===== src/rtl/sram_req_adapter_pkg.sv =====
// sram_req_adapter_pkg: shared widths, request type and sizing helper for the SRAM request adapter.
package sram_req_adapter_pkg;
    localparam int DEF_ADDR_WIDTH = 6;
    localparam int DEF_DATA_WIDTH = 64;
    localparam int DEF_RSP_DEPTH = 2;

    typedef struct packed {
        logic we;
        logic [DEF_ADDR_WIDTH-1:0] addr;
        logic [DEF_DATA_WIDTH-1:0] wdata;
    } req_t;

    function automatic int cnt_width(input int depth);
        return $clog2(depth + 1);
    endfunction
endpackage


===== src/rtl/sram_rsp_fifo.sv =====
// sram_rsp_fifo: circular read-data buffer with the head exposed combinationally.
module sram_rsp_fifo
    import sram_req_adapter_pkg::*;
#(
    parameter int DEPTH = DEF_RSP_DEPTH,
    parameter int WIDTH = DEF_DATA_WIDTH,
    localparam int PW = (DEPTH > 1) ? $clog2(DEPTH) : 1,
    localparam int CW = cnt_width(DEPTH)
) (
    input  logic             clk,
    input  logic             rst,
    input  logic             push,
    input  logic             pop,
    input  logic [WIDTH-1:0] din,
    output logic [WIDTH-1:0] dout,
    output logic [CW-1:0]    count,
    output logic             empty,
    output logic             full
);
    logic [WIDTH-1:0] mem [DEPTH];
    logic [PW-1:0] wr_ptr;
    logic [PW-1:0] rd_ptr;
    logic do_push;
    logic do_pop;

    function automatic logic [PW-1:0] inc(input logic [PW-1:0] p);
        return (p == PW'(DEPTH - 1)) ? '0 : p + PW'(1);
    endfunction

    assign empty = count == '0;
    assign full = count == CW'(DEPTH);
    assign do_push = push && !full;
    assign do_pop = pop && !empty;
    assign dout = mem[rd_ptr];

    always_ff @(posedge clk) begin
        if (rst) begin
            wr_ptr <= '0;
            rd_ptr <= '0;
            count <= '0;
        end else begin
            if (do_push) wr_ptr <= inc(wr_ptr);
            if (do_pop) rd_ptr <= inc(rd_ptr);
            count <= count + CW'(do_push) - CW'(do_pop);
        end
    end

    always_ff @(posedge clk) begin
        if (do_push) mem[wr_ptr] <= din;
    end

    assert property (@(posedge clk) disable iff (rst) !(push && full));
endmodule


===== src/rtl/sram_req_adapter.sv =====
// sram_req_adapter: valid/ready front end for a 1-cycle-latency SRAM macro with buffered read responses.
module sram_req_adapter
    import sram_req_adapter_pkg::*;
#(
    parameter int ADDR_WIDTH = DEF_ADDR_WIDTH,
    parameter int DATA_WIDTH = DEF_DATA_WIDTH,
    parameter int RSP_DEPTH = DEF_RSP_DEPTH
) (
    input  logic                  clk,
    input  logic                  rst,
    input  logic                  req_valid,
    output logic                  req_ready,
    input  logic                  req_we,
    input  logic [ADDR_WIDTH-1:0] req_addr,
    input  logic [DATA_WIDTH-1:0] req_wdata,
    output logic                  rsp_valid,
    input  logic                  rsp_ready,
    output logic [DATA_WIDTH-1:0] rsp_rdata,
    output logic                  sram_we,
    output logic                  sram_wmask,
    output logic [ADDR_WIDTH-1:0] sram_addr,
    output logic [DATA_WIDTH-1:0] sram_din,
    input  logic [DATA_WIDTH-1:0] sram_dout
);
    localparam int CW = cnt_width(RSP_DEPTH);
    localparam int OW = CW + 1;

    logic accept;
    logic pop;
    logic inflight_q;
    logic inflight;
    logic fifo_empty;
    logic fifo_full;
    logic [CW-1:0] count;
    logic [OW-1:0] occupancy;

    // Occupancy counts the read already at the macro so a full FIFO can never be overrun.
    assign accept = req_valid && req_ready;
    assign pop = rsp_valid && rsp_ready;
    assign occupancy = {1'b0, count} + OW'(inflight) - OW'(pop);
    assign req_ready = !rst && (occupancy < OW'(RSP_DEPTH));
    assign rsp_valid = !rst && !fifo_empty;
    assign inflight = inflight_q && !rst;

    assign sram_we = accept && req_we;
    assign sram_wmask = 1'b1;
    assign sram_addr = req_addr;
    assign sram_din = req_wdata;

    always_ff @(posedge clk) begin
        inflight_q <= rst ? 1'b0 : accept && !req_we;
    end

    sram_rsp_fifo #(
        .DEPTH(RSP_DEPTH),
        .WIDTH(DATA_WIDTH)
    ) u_fifo (
        .clk  (clk),
        .rst  (rst),
        .push (inflight),
        .pop  (pop),
        .din  (sram_dout),
        .dout (rsp_rdata),
        .count(count),
        .empty(fifo_empty),
        .full (fifo_full)
    );

    assert property (@(posedge clk) disable iff (rst) !(inflight && fifo_full));
endmodule


===== config.mk =====
export PLATFORM = sky130hd
export DESIGN_NAME = sram_req_adapter
export DESIGN_NICKNAME = d
export VERILOG_FILES = /design/src/rtl/sram_req_adapter_pkg.sv /design/src/rtl/sram_rsp_fifo.sv /design/src/rtl/sram_req_adapter.sv
export SDC_FILE = /design/constraint.sdc
export NUM_CORES = 1
export LEC_CHECK = 0
export ABC_AREA = 1
export BUFFER_PORTS_ARGS = -buffer_cell sky130_fd_sc_hd__buf_4
export CAP_MARGIN = 10
export CORE_MARGIN = 2
export CORE_UTILIZATION = 50
export DETAILED_ROUTE_END_ITERATION = 10
export PLACE_DENSITY_LB_ADDON = 0.08
export SLEW_MARGIN = 10
export SYNTH_ARGS = -nofsm -noshare
export SYNTH_HDL_FRONTEND = slang
export SYNTH_SLANG_ARGS = --single-unit
export TNS_END_PERCENT = 5

===== constraint.sdc =====
create_clock -name clk -period 10.2 [get_ports clk]
set_input_delay 2.04 -clock clk [delete_from_list [all_inputs] [get_ports clk]]
set_output_delay 2.04 -clock clk [all_outputs]
set_load 0.03 [all_outputs]

# --- Word-level counts from Yosys, hierarchy flattened ---
# Memories as Yosys holds them, arrays and structs flattened. A register that Yosys moved wholly into a read port is not among the register bits.
# Cells that the tools add are included.
totals:
  ff_bits: 5
  latch_bits: 0
  ramBits: 128
  mem_bits_ro: 0
  in_bits: 139
  elab_cells: 33
  n_memories: 1
mem_list:
  columns: ["name", "depth", "width", "rd", "rd_clocked_by_memory_dff", "write_ports", "line", "rtl"]
  rows:
  - ["u_fifo.mem", 2, 64, 1, 1, 1, "sram_rsp_fifo.sv:20", "logic [WIDTH-1:0] mem [DEPTH];"]
classes:
  add_sub_neg: 6
  multipliers: 0
  n_div: 0
  order_cmp: 1
  n_eq_ne: 1
  shifts: 0
  mux: 6
  bitwise_logic: 0
  reduce_logical: 14
ops:
  columns: ["op", "n"]
  rows:
  - ["$logic_and 1x1->1", 9]
  - ["$mux 1", 6]
  - ["$logic_not 1->1", 4]
  - ["$add 2x1->3", 1]
  - ["$lt 3x2->1 const B", 1]
  - ["$sub 3x1->3", 1]
  - ["$add 1x1->1 const B", 2]
  - ["$add 2x1->2", 1]
  - ["$eq 2x2->1 const B", 1]
  - ["$logic_not 2->1", 1]
  - ["$sub 2x1->2", 1]

# --- Longest topological paths before layout ---
logic_depth:
  ltp_word: 9
  mapped_depth: 12
  depth_no_buf: 12

# --- Modules after synthesis ---
# From an unflattened synthesis, not the netlist that was laid out.
unflattened:
  hier_cells: 331
  area_unflattened_um2: 5848.1
by_module_without_submodules:
  columns: ["mod", "instances", "cells_per_inst", "area_each_um2", "seq_area_each_um2"]
  rows:
  - ["sram_rsp_fifo", 1, 238, 5172.5, 3943.8]
  - ["sram_req_adapter", 1, 93, 675.6, 20.0]

# --- Worst setup path before layout ---
# No wires, ideal clock.
synth_path:
  kind: "in2out"
  start: "input rst"
  end: "output sram_we"
  arrival_time_ps: 3903
  setup_slack_ps: 4257
  path_stages: 10
  path_buffers: 0
  cell_sequence: "inv_2 -> nand3_1 -> inv_1 -> ha_1 -> or2_2 -> fa_1 -> inv_1 -> nor2_1 -> nand4_1 -> nor2_1"
synth_between:
  elab_chain_cells: 8
  word_cells_on_any_way: 10
synth_lines:
  columns: ["item", "line", "rtl"]
  rows:
  - ["start, declared", "sram_req_adapter.sv:10", "input logic rst,"]
  - ["$logic_not 1->1 *", "sram_req_adapter.sv:41, sram_req_adapter.sv:42, sram_req_adapter.sv:43", null]
  - ["$logic_and 1x1->1 (on tied branches)", "sram_req_adapter.sv:43, sram_req_adapter.sv:42", null]
  - ["$add 2x1->3 or $logic_and 1x1->1 (tied branches)", "sram_req_adapter.sv:40, sram_req_adapter.sv:39", null]
  - ["$sub 3x1->3", "sram_req_adapter.sv:40", "assign occupancy = {1'b0, count} + OW'(inflight) - OW'(pop);"]
  - ["$lt 3x2->1", "sram_req_adapter.sv:41", "assign req_ready = !rst && (occupancy < OW'(RSP_DEPTH));"]
  - ["$logic_and 1x1->1 *", "sram_req_adapter.sv:41", null]
  - ["$logic_and 1x1->1 *", "sram_req_adapter.sv:38", "assign accept = req_valid && req_ready;"]
  - ["$logic_and 1x1->1 *", "sram_req_adapter.sv:45", "assign sram_we = accept && req_we;"]
  - ["end, declared", "sram_req_adapter.sv:19", "output logic sram_we,"]
# Mark *: on every way between the ends. The rest lies on a longest branch, timed or not.

# --- Worst setup path in the final report ---
# Ends and elaborated chain as after synthesis.

==> tab_implementation.tex <==
\begin{tabular}{lr}
\hline
Metric & Value \\
\hline
\multicolumn{2}{l}{\textbf{Status}} \\
Result of the run & completed \\
\multicolumn{2}{l}{\textbf{Floorplan}} \\
Ports placed on the boundary & 277 \\
Core area & 11,400 um2 \\
Effective utilization at floorplan & 0.511 \\
Area of the die & 12,500 um2 \\
Number of rows created at floorplan & 39 \\
Die height & 112 um \\
Die extent in x & 112 um \\
\multicolumn{2}{l}{\textbf{STA}} \\
Worst clock skew & 0.00696 ns \\
Final number of hold-violating endpoints & 0 \\
Accumulated negative setup slack & 0 ns \\
Fin crit share & 0.594 \\
Worst max-slew margin expressed relative to the limit & 0.380 \\
Number of setup violations in the final report & 0 \\
Max Transition Viols Final & 0 \\
Transition at the pin with the smallest max-transition slack & 0.928 ns \\
Unrepaired setup endpoints after global routing & no \\
Tmin final & 6.06 ns \\
Achievable frequency & 165 MHz \\
\multicolumn{2}{l}{\textbf{Routing}} \\
Total wirelength of the detailed-routed design & 11,900 um \\
Per-cell routed wire length & 21.2 um \\
Total number of vias & 2,784 \\
Drt first-iter violations & 105 \\
Number of search-and-repair iterations in the first detailed-routing pass & 4 \\
Routed Antenna Nets & 0 \\
Number of vias per cell after detailed routing & 4.94 \\
\# DRC & 0 \\
\multicolumn{2}{l}{\textbf{Layout}} \\
Final-stage net count & 550 \\
Final instance area & 6980 um2 \\
Diodes inserted & 0 \\
Share of post-route cells with drive strength above 1 & 0.562 \\
Synth-to-Final Area Change & 19.7\% \\
Non-filler instance count after layout & 563 \\
\multicolumn{2}{l}{\textbf{GRT}} \\
Total congestion overflow after global routing & 0 \\
Antenna violations before repair & 0 \\
Global-route wire length before repair & 16,900 um \\
Number of global-route vias before repair & 2,867 \\
Global Route Usage Sum & 0.187 \\
Maximum number of pins on one net before global-route repair & 65 \\
\multicolumn{2}{l}{\textbf{Pwr}} \\
Leakage & 2.73 nW \\
Worst IR Drop VDD & 0.0904 mV \\
Pwr Density & 189 nW/um2 \\
Final total power & 0.00132 W \\
\multicolumn{2}{l}{\textbf{CTS}} \\
Hold\_buf cts & 0 \\
Number of buffers inserted during clock tree synthesis & 17 \\
Count of buffers added by post-CTS timing repair for setup & 0 \\
PostCTS Resize Cnt & 0 \\
Clock Path Buffers & 2 \\
Clock latency reported for the late side of the worst-skew pair & 0.40 ns \\
Number of clock sinks & 134 \\
CTS tree & built \\
Reg clk slew, reported paths & 0.06 ns \\
Root Buffer Master & sky130\_fd\_sc\_hd\_\_clkbuf\_16 \\
CTS H-Tree Depth & 4 \\
\multicolumn{2}{l}{\textbf{Critical path}} \\
Crit path max-delay cell type & sky130\_fd\_sc\_hd\_\_fa\_1 \\
Startpoint type of the worst setup path & primary input \\
CP arrival & 4.02 ns \\
Critical path type & in2out \\
Max Fanout on Critical Path & 7 \\
Req. time, crit path & 8.16 ns \\
Sort of element at the end of the critical path & output pin \\
CP cell instances & buf\_4, inv\_2, nand3\_1, inv\_1, ha\_1, or2\_2, fa\_1, inv\_1, nor2\_1, nand4\_1, nor2\_1, buf\_4 \\
Max incr delay on CP & 0.48 ns \\
\multicolumn{2}{l}{\textbf{Place}} \\
Routability-driven placement congestion ratio & 0.787 \\
Area after detailed placement & 6400 um2 \\
Placed wire-length estimate after detailed placement & 8560 um \\
Input/output buffers & 135 \\
Number of placed instances with taps included & 531 \\
\multicolumn{2}{l}{\textbf{Min path}} \\
Worst hold path type & reg2reg \\
\multicolumn{2}{l}{\textbf{Synthesis}} \\
Synth Area per Inst & 17.8 um2 \\
Sequential area share after synthesis & 0.679 \\
Post-synthesis instance area & 5830 um2 \\
Nets in the synthesized netlist & 471 \\
Number of standard cells after synthesis & 328 \\
Yosys Warn Count & 0 \\
Distinct cell type count after synthesis & 20 \\
Post-synthesis sequential element count & 134 \\
\multicolumn{2}{l}{\textbf{Job}} \\
Max-cap check violation count & 0 \\
\hline
\end{tabular}
synthesized netlist by cell type:
| cell | number | share of area |
|---|---|---|
| sky130_fd_sc_hd__and3_1 | 1 | 0.0011 |
| sky130_fd_sc_hd__buf_4 | 71 | 0.091 |
| sky130_fd_sc_hd__edfxtp_1 | 128 | 0.66 |
| sky130_fd_sc_hd__ha_1 | 3 | 0.0064 |
| sky130_fd_sc_hd__buf_6 | 1 | 0.0019 |
| sky130_fd_sc_hd__a21oi_1 | 2 | 0.0017 |
| sky130_fd_sc_hd__nand3_1 | 2 | 0.0017 |
| sky130_fd_sc_hd__mux2_4 | 60 | 0.15 |
| sky130_fd_sc_hd__buf_12 | 6 | 0.021 |
| sky130_fd_sc_hd__a21oi_2 | 1 | 0.0015 |
| sky130_fd_sc_hd__dfxtp_1 | 6 | 0.021 |
| sky130_fd_sc_hd__inv_1 | 15 | 0.0096 |
| sky130_fd_sc_hd__nand2_1 | 11 | 0.0071 |
| sky130_fd_sc_hd__inv_2 | 1 | 0.00064 |
| sky130_fd_sc_hd__or2_2 | 1 | 0.0011 |
| sky130_fd_sc_hd__mux2_2 | 4 | 0.0077 |
| sky130_fd_sc_hd__fa_1 | 1 | 0.0034 |
| sky130_fd_sc_hd__conb_1 | 1 | 0.00064 |
| sky130_fd_sc_hd__nor2_1 | 10 | 0.0064 |
| sky130_fd_sc_hd__nand4_1 | 3 | 0.0032 |
power breakdown:
part	total, W	internal (W)	leakage [nW]	switching [W]
combinational	0.000107	0.0000527	1.25	0.0000543
clock	0.000596	0.000381	0.275	0.000214
sequential	0.000618	0.000613	1.20	0.00000555
total	0.00132	0.00105	2.73	0.000274
final cells by class:
cell class,count,area (um2)
inverters,16,60.1
fillers,893,4430
multi-input cells,100,1150
clock buffers,18,429
flip-flops and latches,134,3970
well taps,143,179
clock inverters,14,159
repair buffers,138,1040
final timing paths:
kind	start	end	slack, ns	depth (start not counted)
worst min register to register	u_fifo.rd_ptr	flop	0.54	4
worst max-delay path	rst	sram_we	4.14	12
worst max register to register	u_fifo.count[0]	u_fifo.mem[0][37]	7.83	5
worst min-delay path	u_fifo.rd_ptr	flop	0.54	4
worst max-delay path: cells and delay by family:
family,cells,cell delay (ns)
AND/OR/NAND/NOR,5,0.77
buffers and inverters,5,0.52
adder cells (fa/ha/maj),2,0.69
flip-flops by register name, summed over array words and instances (netlist names), named ones only:
signal and count:
inflight_q 1, u_fifo.rd_ptr 1, u_fifo.wr_ptr 1, u_fifo.count 2, u_fifo.mem 128
stage by stage:
stage	worst slack [ns]	util	hold slack, ns
after floorplan	4.26	-	0.479
after global placement	4.19	0.560	0.530
after detailed placement	4.11	0.560	0.534
after CTS	4.10	0.612	0.542
after global routing	3.89	0.612	0.587
final	4.14	0.612	0.539
per-layer routing:
metal | share of wire | GRT usage
met1 | 0.34 | 0.188
met2 | 0.53 | 0.318
met3 | 0.10 | 0.0956
met4 | 0.027 | 0.0927
met5 | 0.0033 | 0.0314
cells in the final DEF (no fill, tap or decap), types with 2 or more instances in the layout:
master | synthesis | routed
sky130_fd_sc_hd__nand2_1 | 11 | 11
sky130_fd_sc_hd__inv_1 | 15 | 14
sky130_fd_sc_hd__nand4_1 | 3 | 3
sky130_fd_sc_hd__mux2_2 | 4 | 4
sky130_fd_sc_hd__clkbuf_16 | 0 | 17
sky130_fd_sc_hd__nand3_1 | 2 | 2
sky130_fd_sc_hd__bufinv_16 | 0 | 3
sky130_fd_sc_hd__nor2_1 | 10 | 9
sky130_fd_sc_hd__ha_1 | 3 | 3
sky130_fd_sc_hd__mux2_4 | 60 | 60
sky130_fd_sc_hd__edfxtp_1 | 128 | 128
sky130_fd_sc_hd__clkinvlp_4 | 0 | 4
sky130_fd_sc_hd__clkinv_2 | 0 | 2
sky130_fd_sc_hd__inv_2 | 1 | 2
sky130_fd_sc_hd__dfxtp_1 | 6 | 5
sky130_fd_sc_hd__buf_4 | 71 | 138
sky130_fd_sc_hd__clkinv_1 | 0 | 3
sky130_fd_sc_hd__a21oi_1 | 2 | 2
cell families (layout without fill, tap and decap cells):
kind of cell | after synthesis | in the layout | share of synthesized area
adders and majority gates | 4 | 4 | 0.00987
AOI/OAI and AO/OA | 3 | 3 | 0.00322
buffers and inverters | 94 | 186 | 0.124
DFF | 134 | 134 | 0.679
muxes | 64 | 64 | 0.162
other | 1 | 1 | 0.000643
and+or+nand+nor | 28 | 28 | 0.0206
(Power assumes the default switching activity.)
